--- config.mk ---
export PLATFORM = sky130hd
export DESIGN_NAME = sync_fifo_cntrl
export DESIGN_NICKNAME = d
export VERILOG_FILES = /design/src/rtl/sync_fifo_cntrl.sv
export SDC_FILE = /design/constraint.sdc
export NUM_CORES = 1
export LEC_CHECK = 0
export CAP_MARGIN = 20
export CELL_PAD_IN_SITES_DETAIL_PLACEMENT = 1
export CELL_PAD_IN_SITES_GLOBAL_PLACEMENT = 2
export CORE_MARGIN = 2
export CORE_UTILIZATION = 42
export CTS_CLUSTER_SIZE = 8
export DETAILED_ROUTE_END_ITERATION = 10
export PLACE_DENSITY_LB_ADDON = 0.1
export SKIP_CTS_REPAIR_TIMING = 1
export SLEW_MARGIN = 20
export SYNTH_ARGS = -nofsm -noshare
export SYNTH_HDL_FRONTEND = slang
export SYNTH_SLANG_ARGS = --single-unit
--- constraint.sdc ---
create_clock -name wclk -period 2.9 [get_ports wclk]
set_input_delay 0.58 -clock wclk [delete_from_list [all_inputs] [get_ports wclk]]
set_output_delay 0.58 -clock wclk [all_outputs]
set_load 0.005 [all_outputs]
--- src/rtl/sync_fifo_cntrl.sv ---
// rtl/sync_fifo_cntrl.sv - single-clock FIFO with flags, count, sticky errors, flush and optional FWFT read
module sync_fifo_cntrl #(
  parameter int DATA_WIDTH    = 8,
  parameter int ADDR_WIDTH    = 3,
  parameter int DATA_DEPTH    = 8,
  parameter int AFULL_THRESH  = 6,
  parameter int AEMPTY_THRESH = 2,
  parameter int FWFT          = 0
) (
  input  logic                  wclk,
  input  logic                  wrst_n,
  input  logic                  flush,
  input  logic                  wr_en,
  input  logic [DATA_WIDTH-1:0] wdata,
  input  logic                  rd_en,
  output logic [DATA_WIDTH-1:0] rdata,
  output logic                  rvalid,
  output logic                  full,
  output logic                  empty,
  output logic                  almost_full,
  output logic                  almost_empty,
  output logic [ADDR_WIDTH:0]   count,
  output logic                  overflow,
  output logic                  underflow
);

  localparam logic [ADDR_WIDTH:0] AF_LVL = (ADDR_WIDTH+1)'(AFULL_THRESH);
  localparam logic [ADDR_WIDTH:0] AE_LVL = (ADDR_WIDTH+1)'(AEMPTY_THRESH);

  if (DATA_DEPTH != (1 << ADDR_WIDTH)) begin : g_bad_depth
    $error("sync_fifo_cntrl: DATA_DEPTH must equal 2**ADDR_WIDTH");
  end
  if (AFULL_THRESH < 1 || AFULL_THRESH > DATA_DEPTH) begin : g_bad_afull
    $error("sync_fifo_cntrl: AFULL_THRESH out of range 1..DATA_DEPTH");
  end
  if (AEMPTY_THRESH < 0 || AEMPTY_THRESH > DATA_DEPTH - 1) begin : g_bad_aempty
    $error("sync_fifo_cntrl: AEMPTY_THRESH out of range 0..DATA_DEPTH-1");
  end

  logic [DATA_WIDTH-1:0] mem [DATA_DEPTH];
  logic [ADDR_WIDTH:0]   wptr;
  logic [ADDR_WIDTH:0]   rptr;
  logic [ADDR_WIDTH-1:0] waddr;
  logic [ADDR_WIDTH-1:0] raddr;
  logic                  wr_acc;
  logic                  rd_acc;

  assign waddr        = wptr[ADDR_WIDTH-1:0];
  assign raddr        = rptr[ADDR_WIDTH-1:0];
  assign count        = wptr - rptr;
  assign empty        = (wptr == rptr);
  assign full         = (waddr == raddr) && (wptr[ADDR_WIDTH] != rptr[ADDR_WIDTH]);
  assign almost_full  = (count >= AF_LVL);
  assign almost_empty = (count <= AE_LVL);

  // flush wins over traffic: nothing is accepted and no error is recorded
  assign wr_acc = wr_en && !full && !flush;
  assign rd_acc = rd_en && !empty && !flush;

  always_ff @(posedge wclk or negedge wrst_n) begin
    if (!wrst_n) begin
      for (int i = 0; i < DATA_DEPTH; i++) begin
        mem[i] <= '0;
      end
    end else if (wr_acc) begin
      mem[waddr] <= wdata;
    end
  end

  always_ff @(posedge wclk or negedge wrst_n) begin
    if (!wrst_n) begin
      wptr      <= '0;
      rptr      <= '0;
      overflow  <= 1'b0;
      underflow <= 1'b0;
    end else if (flush) begin
      wptr      <= '0;
      rptr      <= '0;
      overflow  <= 1'b0;
      underflow <= 1'b0;
    end else begin
      if (wr_acc) wptr <= wptr + 1'b1;
      if (rd_acc) rptr <= rptr + 1'b1;
      if (wr_en && full) overflow <= 1'b1;
      if (rd_en && empty) underflow <= 1'b1;
    end
  end

  if (FWFT != 0) begin : g_fwft
    // head of queue is always presented; rd_en only pops it
    assign rdata  = mem[raddr];
    assign rvalid = !empty;
  end else begin : g_std
    always_ff @(posedge wclk or negedge wrst_n) begin
      if (!wrst_n) begin
        rdata  <= '0;
        rvalid <= 1'b0;
      end else if (flush) begin
        rvalid <= 1'b0;
      end else begin
        rvalid <= rd_acc;
        if (rd_acc) rdata <= mem[raddr];
      end
    end
  end

endmodule
==> impl_metrics.py, run 1 <==
metrics = {
    "setup_path": {
        "crit_path_start_kind": "flop",
        "startpoint": "wptr[1]",
        "cp.arrival_ps": 2140,
        "endpoint_kind": "output port",
        "critPathSlowestCell": "clkdlybuf4s50_1",
        "critPathKind": "flop to output port",
        "cp_cell_sequence": "ha_1 > nor2b_1 > o21ai_1 > a21oi_2 > nor2_1 > clkdlybuf4s50_1",
        "cpPeakStageDelay_ps": 500,
        "crit_required_ps": 2320,
        "crit_end": "count[3]",
        "r2r-end": "mem[4]",
        "cp_max_fo": 3,
        "rrSetupSlack_ps": 710,
        "r2r_start": "wptr[2]",
        "r2r_cells": 6,
    },
    "detailed_routing": {
        "remaining_drc_errors": 0,
        "routed_wl_um": 8470,
        "vias": 2361,
        "ant_nets": 0,
        "avgViaCountPerCell": 5.45,
        "drt_iter0_drc": 84,
        "detail_route.wl_per_cell_um": 19.5,
        "drt_first_pass_iters": 4,
    },
    "yosys": {
        "ys_ff_latch": 83,
        "yosys_warnings": 0,
        "netlist.area_leader.share": 0.526,
        "netlist_top_cells_area": "dfrtp_1 53%, mux2_2 18%, mux4_2 9.1%",
        "ys.flop_type": "dfrtp_1",
        "ys_async_sr_fraction": 1.00,
        "ys_types": 34,
        "synth_seq_area_share": 0.526,
        "yosysTopAreaCell": "dfrtp_1",
        "avgSynthCellArea_um2": 14.7,
        "syn_area_um2": 3950,
        "syn_inst": 269,
        "synth_edf_count": 0,
        "syn-num-nets": 288,
    },
    "global_routing": {
        "grt_remaining_overflow": 0,
        "grt_pass1_vias": 2572,
        "grt_start_max_net_pins": 47,
        "track_usage": 0.186,
        "antenna_found_initial": 0,
        "grt_pass1_wl_um": 13900,
    },
    "pwr": {
        "p_sw_mw": 0.924,
        "swShare": 0.291,
        "p_int_mw": 2.25,
        "vdd_drop_max_mv": 0.301,
        "pwr-share-comb": 0.288,
        "p_clk_frac": 0.247,
        "power_mw": 3.17,
        "p_leak_nw": 2.16,
        "p_per_area_nw_per_um2": 677,
        "seqPwrFrac": 0.465,
    },
    "sta": {
        "fin_crit_sh": 0.939,
        "rsz0062_at_grt": "no",
        "final-hold-violation-count": 0,
        "setup_viol": 0,
        "slew_violations": 0,
        "slew_headroom": 0.656,
        "fin_crit_ps": 2720,
        "whs_ps": 179,
        "tightest_slew_ps": 516,
        "fmax_ghz": 0.367,
        "fin_worst_skew_ps": 13.6,
    },
    "clock_tree": {
        "clock_sinks": 83,
        "cts_max_path_buffers": 2,
        "insertion_delay_ps": 360,
        "path_clk_slew_ps": 90,
        "cts_tree": "built",
        "root_buffer": "clkbuf_8",
        "htreeDepth": 3,
        "cts-buffers-inserted": 9,
    },
    "placement": {
        "dp_hpwl_um": 5590,
        "gp_congestion": 0.733,
        "dp_cells": 412,
        "io_buffers": 31,
        "dpl-instance-area_um2": 4430,
    },
    "hold_path": {
        "min-delay-path-class": "primary input to async pin",
    },
    "floorplan": {
        "initial_core_util": 0.429,
        "num_rows": 35,
        "io_pins": 32,
        "die_h_um": 101,
        "fp.dieArea_um2": 10200,
        "fp.dieW_um": 101,
        "placeableCoreArea_um2": 9200,
    },
    "final_layout": {
        "diodes": 0,
        "drive_gt1_frac": 0.413,
        "nFillCells": 919,
        "finalInstanceArea_um2": 4690,
        "postLayoutCoreUtil": 0.510,
        "fin_nets": 336,
        "area_growth_pct": 18.7,
        "final_cells": 433,
    },
    "run_status": {
        "status": "finished clean",
    },
    "job": {
        "max-cap-violations": 0,
    },
}
[layer usage]
layer	wire [um]	up-vias	global-route usage
met2	4090	36	0.303
met1	4040	1233	0.255
li1	-	1085	-
met3	254	7	0.0423
met4	78	0	0.0468
met5	0	-	0
[worst max-delay path: cells and delay by family, from the launching register on]
kind / cells / cell delay (ps)
AO/OA/AOI/OAI: 2 / 300
buffers and inverters: 1 / 500
adder cells (fa/ha/maj): 1 / 330
AND/OR/NAND/NOR: 2 / 260
flip-flops: 1 / 410
[synthesized netlist by cell type, types with 2 or more instances]
| master | number |
|---|---|
| xnor2_1 | 3 |
| nor2b_1 | 2 |
| inv_1 | 9 |
| o211ai_1 | 3 |
| nand3_4 | 5 |
| nor2_1 | 14 |
| ha_1 | 5 |
| o21a_1 | 2 |
| buf_4 | 2 |
| dfrtp_1 | 83 |
| buf_2 | 4 |
| nand4_4 | 2 |
| mux4_2 | 16 |
| a21oi_1 | 5 |
| nand3_1 | 2 |
| o21ai_0 | 12 |
| xor2_1 | 3 |
| mux2i_1 | 10 |
| nand2_1 | 9 |
| clkbuf_1 | 2 |
| mux2_2 | 63 |
[final cells by class]
type | instances | area [um2] | share of cell area
clock inverters | 6 | 48.8 | 0.0104
multi-input cells | 167 | 1800 | 0.385
clock buffers | 10 | 138 | 0.0294
flip-flops and latches | 83 | 2080 | 0.443
repair buffers | 47 | 445 | 0.0950
inverters | 9 | 33.8 | 0.00721
well taps | 111 | 139 | 0.0296
[power by group through the flow]
stage               sequential [mW]  clock (mW)  combinational [mW]
global placement               1.49           0               0.878
global route                   1.50       0.873                1.01
floorplan                      1.48           0               0.516
finish                         1.47       0.785               0.914
CTS                            1.48       0.819               0.902
detailed placement             1.50           0               0.899
[cells by family after synthesis]
group | synth area share
AND/OR/NAND/NOR | 0.0748
multiplexers | 0.300
flip-flops | 0.526
buffers and inverters | 0.0231
XOR/XNOR | 0.0216
AO/OA/AOI/OAI | 0.0333
adder cells (fa/ha/maj) | 0.0209
[layout by cell type (no fill, tap or decap), types with 2 or more instances in the layout]
master and instances:
mux2i_1 10, clkbuf_8 10, clkdlybuf4s50_1 28, nor2_1 14, dfrtp_1 82, ha_1 4
nand4_4 2, a21oi_2 2, a21oi_1 3, clkinvlp_4 2, mux2_2 63, inv_1 8
o211ai_1 3, mux4_2 16, nor2b_1 2, nand2_1 9, xnor2_1 2, o21ai_0 11
xor2_1 3, clkinv_4 2, dlymetal6s2s_1 2, xnor2_2 2, nand3_4 5, buf_4 16
o21a_1 2
[worst min-delay path by stage]
stage / start / to / slack (ps) / cells after the start
floorplan: wrst_n / mem[0] / 280 / 0
global placement: rdata[5] / rdata[5] / 460 / 2
detailed placement: rdata[4] / rdata[4] / 470 / 2
CTS: wrst_n / underflow / 200 / 1
global route: wrst_n / underflow / 200 / 1
finish: wrst_n / underflow / 180 / 1
[registers in the layout, indices dropped and copies added (netlist names)]
register   count
mem           64
overflow       1
rdata          8
rptr           4
rvalid         1
underflow      1
wptr           4
[metrics by stage]
stage / TNS, ps / setup slack [ps]
global placement: 0 / 295
floorplan: 0 / 442
detailed placement: 0 / 240
finish: 0 / 178
global route: 0 / 38.5
CTS: -385 / -170
Power figures use the tool's default switching activity.
==> run 2, diff against run 1 <==
- CORE_UTILIZATION: 42 -> 30
- CTS_CLUSTER_DIAMETER: default -> 30
- clock period: 2.9 -> 3 ns (I/O delays scaled with it)
==> run 2 against run 1 <==
Worst hold slack better by 110 ps. Global-route usage decreased by 4.4 points. Clock power up 45%. Sequential share of layout area shrank 1.4 points. Combinational power shrank 4.2%. Total power grew 8.6%. Critical path depth rose by 1. Clock-buffer cell count fell by 1. Highest routed layer unchanged. Final cell count rose by 13%. Non-clock buffer count fell by 3. Design area rose by 3.3%.
==> impl_metrics.py, run 2 (synthesized netlist as in run 1, its figures left out) <==
metrics = {
    "sta": {
        "tightest_slew_ps": 712,
        "fmax_ghz": 0.345,
        "final-hold-violation-count": 0,
        "slew_headroom": 0.526,
        "slew_violations": 0,
        "fin_worst_skew_ps": 8.88,
        "setup_viol": 0,
        "rsz0062_at_grt": "no",
        "fin_crit_ps": 2900,
        "fin_crit_sh": 0.967,
    },
    "detailed_routing": {
        "drt_first_pass_iters": 4,
        "vias": 2294,
        "remaining_drc_errors": 0,
        "ant_nets": 0,
        "drt_iter0_drc": 77,
        "detail_route.wl_per_cell_um": 18.7,
        "routed_wl_um": 9180,
        "avgViaCountPerCell": 4.67,
    },
    "global_routing": {
        "grt_pass1_wl_um": 14600,
        "antenna_found_initial": 0,
        "grt_pass1_vias": 2487,
        "track_usage": 0.142,
        "grt_start_max_net_pins": 51,
        "grt_remaining_overflow": 0,
    },
    "floorplan": {
        "die_h_um": 119,
        "num_rows": 41,
        "fp.dieW_um": 119,
        "io_pins": 32,
        "initial_core_util": 0.310,
        "placeableCoreArea_um2": 12700,
        "fp.dieArea_um2": 14100,
    },
    "setup_path": {
        "critPathKind": "flop to output port",
        "path_buf_inv": 3,
        "crit_path_start_kind": "flop",
        "cpPeakStageDelay_ps": 510,
        "worst_path_most_repeated_cell": "inv_1",
        "critPathSlowestCell": "fa_2",
        "crit_required_ps": 2400,
        "cp.arrival_ps": 2300,
        "cp_cell_sequence": "inv_1 > ha_2 > fa_2 > inv_1 > a21oi_2 > o21a_1 > clkdlybuf4s50_1",
        "cp_top_family": "adder cells",
        "cp_max_fo": 3,
        "endpoint_kind": "output port",
    },
    "job": {
        "max-cap-violations": 0,
    },
    "final_layout": {
        "nFillCells": 1356,
        "reg_top3": "mem (64), rdata (8)",
        "largest_reg_flops": 64,
        "area_growth_pct": 22.7,
        "final_cells": 491,
        "final_common_cell": "dfrtp_1",
        "drive_gt1_frac": 0.398,
        "layout_common_cells": "82 x dfrtp_1, 63 x mux2_2, 30 x clkdlybuf4s50_1, 16 x mux4_2, 14 x nor2_1",
        "postLayoutCoreUtil": 0.381,
        "diodes": 0,
        "fin_nets": 333,
        "regMostFlops": "mem",
    },
    "clock_tree": {
        "cts_max_path_buffers": 2,
        "htreeDepth": 3,
        "cts-buffers-inserted": 9,
        "root_buffer": "clkbuf_16",
        "clock_sinks": 83,
        "insertion_delay_ps": 350,
        "cts_tree": "built",
        "path_clk_slew_ps": 60,
    },
    "pwr": {
        "seqPwrFrac": 0.414,
        "p_int_mw": 2.49,
        "p_sw_mw": 0.955,
        "p_clk_frac": 0.332,
        "swShare": 0.277,
        "pwr-share-comb": 0.254,
        "p_per_area_nw_per_um2": 712,
        "vdd_drop_max_mv": 0.238,
        "p_leak_nw": 2.17,
    },
    "placement": {
        "io_buffers": 31,
        "gp_congestion": 0.679,
        "dp_hpwl_um": 5780,
        "dp_cells": 474,
    },
    "run_status": {
        "status": "finished clean",
    },
    "hold_path": {
        "min-delay-path-class": "primary input to async pin",
    },
}
run 2: final timing paths:
| check | depth (start not counted) | slack [ps] | end | startpoint |
|---|---|---|---|---|
| max | 7 | 100 | almost_empty | wptr[0] |
| min | 1 | 290 | wptr[3] | wrst_n |
| max reg2reg | 7 | 750 | mem[15] | rptr[2] |
| min in group wclk | 2 | 490 | rdata[3] | rdata[3] |
| max in group asynchronous | 2 | 2060 | wptr[0] | wrst_n |
| min reg2reg | 2 | 490 | rdata[3] | rdata[3] |
run 2: area by class of cell:
type	count	area, um2	share of cell area
Sequential cell	83	2080	0.429
Multi-Input combinational cell	167	1800	0.371
Timing Repair Buffer	44	418	0.0863
Clock buffer	9	225	0.0465
Tap cell	172	215	0.0444
Clock inverter	7	76.3	0.0158
Inverter	9	33.8	0.00698
run 2: layer usage:
layer  routed length (um)  vias to the layer above  track usage
met5                    0                        -            0
met4                  122                        0       0.0469
met3                  286                       12       0.0401
met2                 4340                       32        0.218
met1                 4420                     1177        0.192
li1                     -                     1073            -
run 2: stage by stage:
| stage | area (um2) | hold WS (ps) | TNS, ps | setup WS, ps | total power, mW |
|---|---|---|---|---|---|
| floorplan | 3950 | 304 | 0 | 538 | 1.93 |
| global placement | 4520 | 460 | 0 | 364 | 2.31 |
| detailed placement | 4520 | 477 | 0 | 288 | 2.33 |
| CTS | 4820 | 317 | -171 | -89.5 | 3.49 |
| global route | 4840 | 348 | 0 | 3.99 | 3.65 |
| finish | 4840 | 291 | 0 | 100 | 3.45 |
run 2: power groups by stage:
stage | Clock [mW] | Combinational (mW) | Sequential (mW)
2_1_floorplan | 0 | 0.499 | 1.43
3_3_place_gp | 0 | 0.866 | 1.45
3_5_place_dp | 0 | 0.878 | 1.45
4_1_cts | 1.18 | 0.882 | 1.43
5_1_grt | 1.24 | 0.962 | 1.46
6_report | 1.14 | 0.876 | 1.43
run 2: worst reg2reg max path: stages, from the launching register on:
cell and delay, ps:
dfrtp_1 340, inv_1 70, ha_1 350, nand3_1 270
o21a_1 260, buf_4 210, nand4_4 250, mux2_2 370
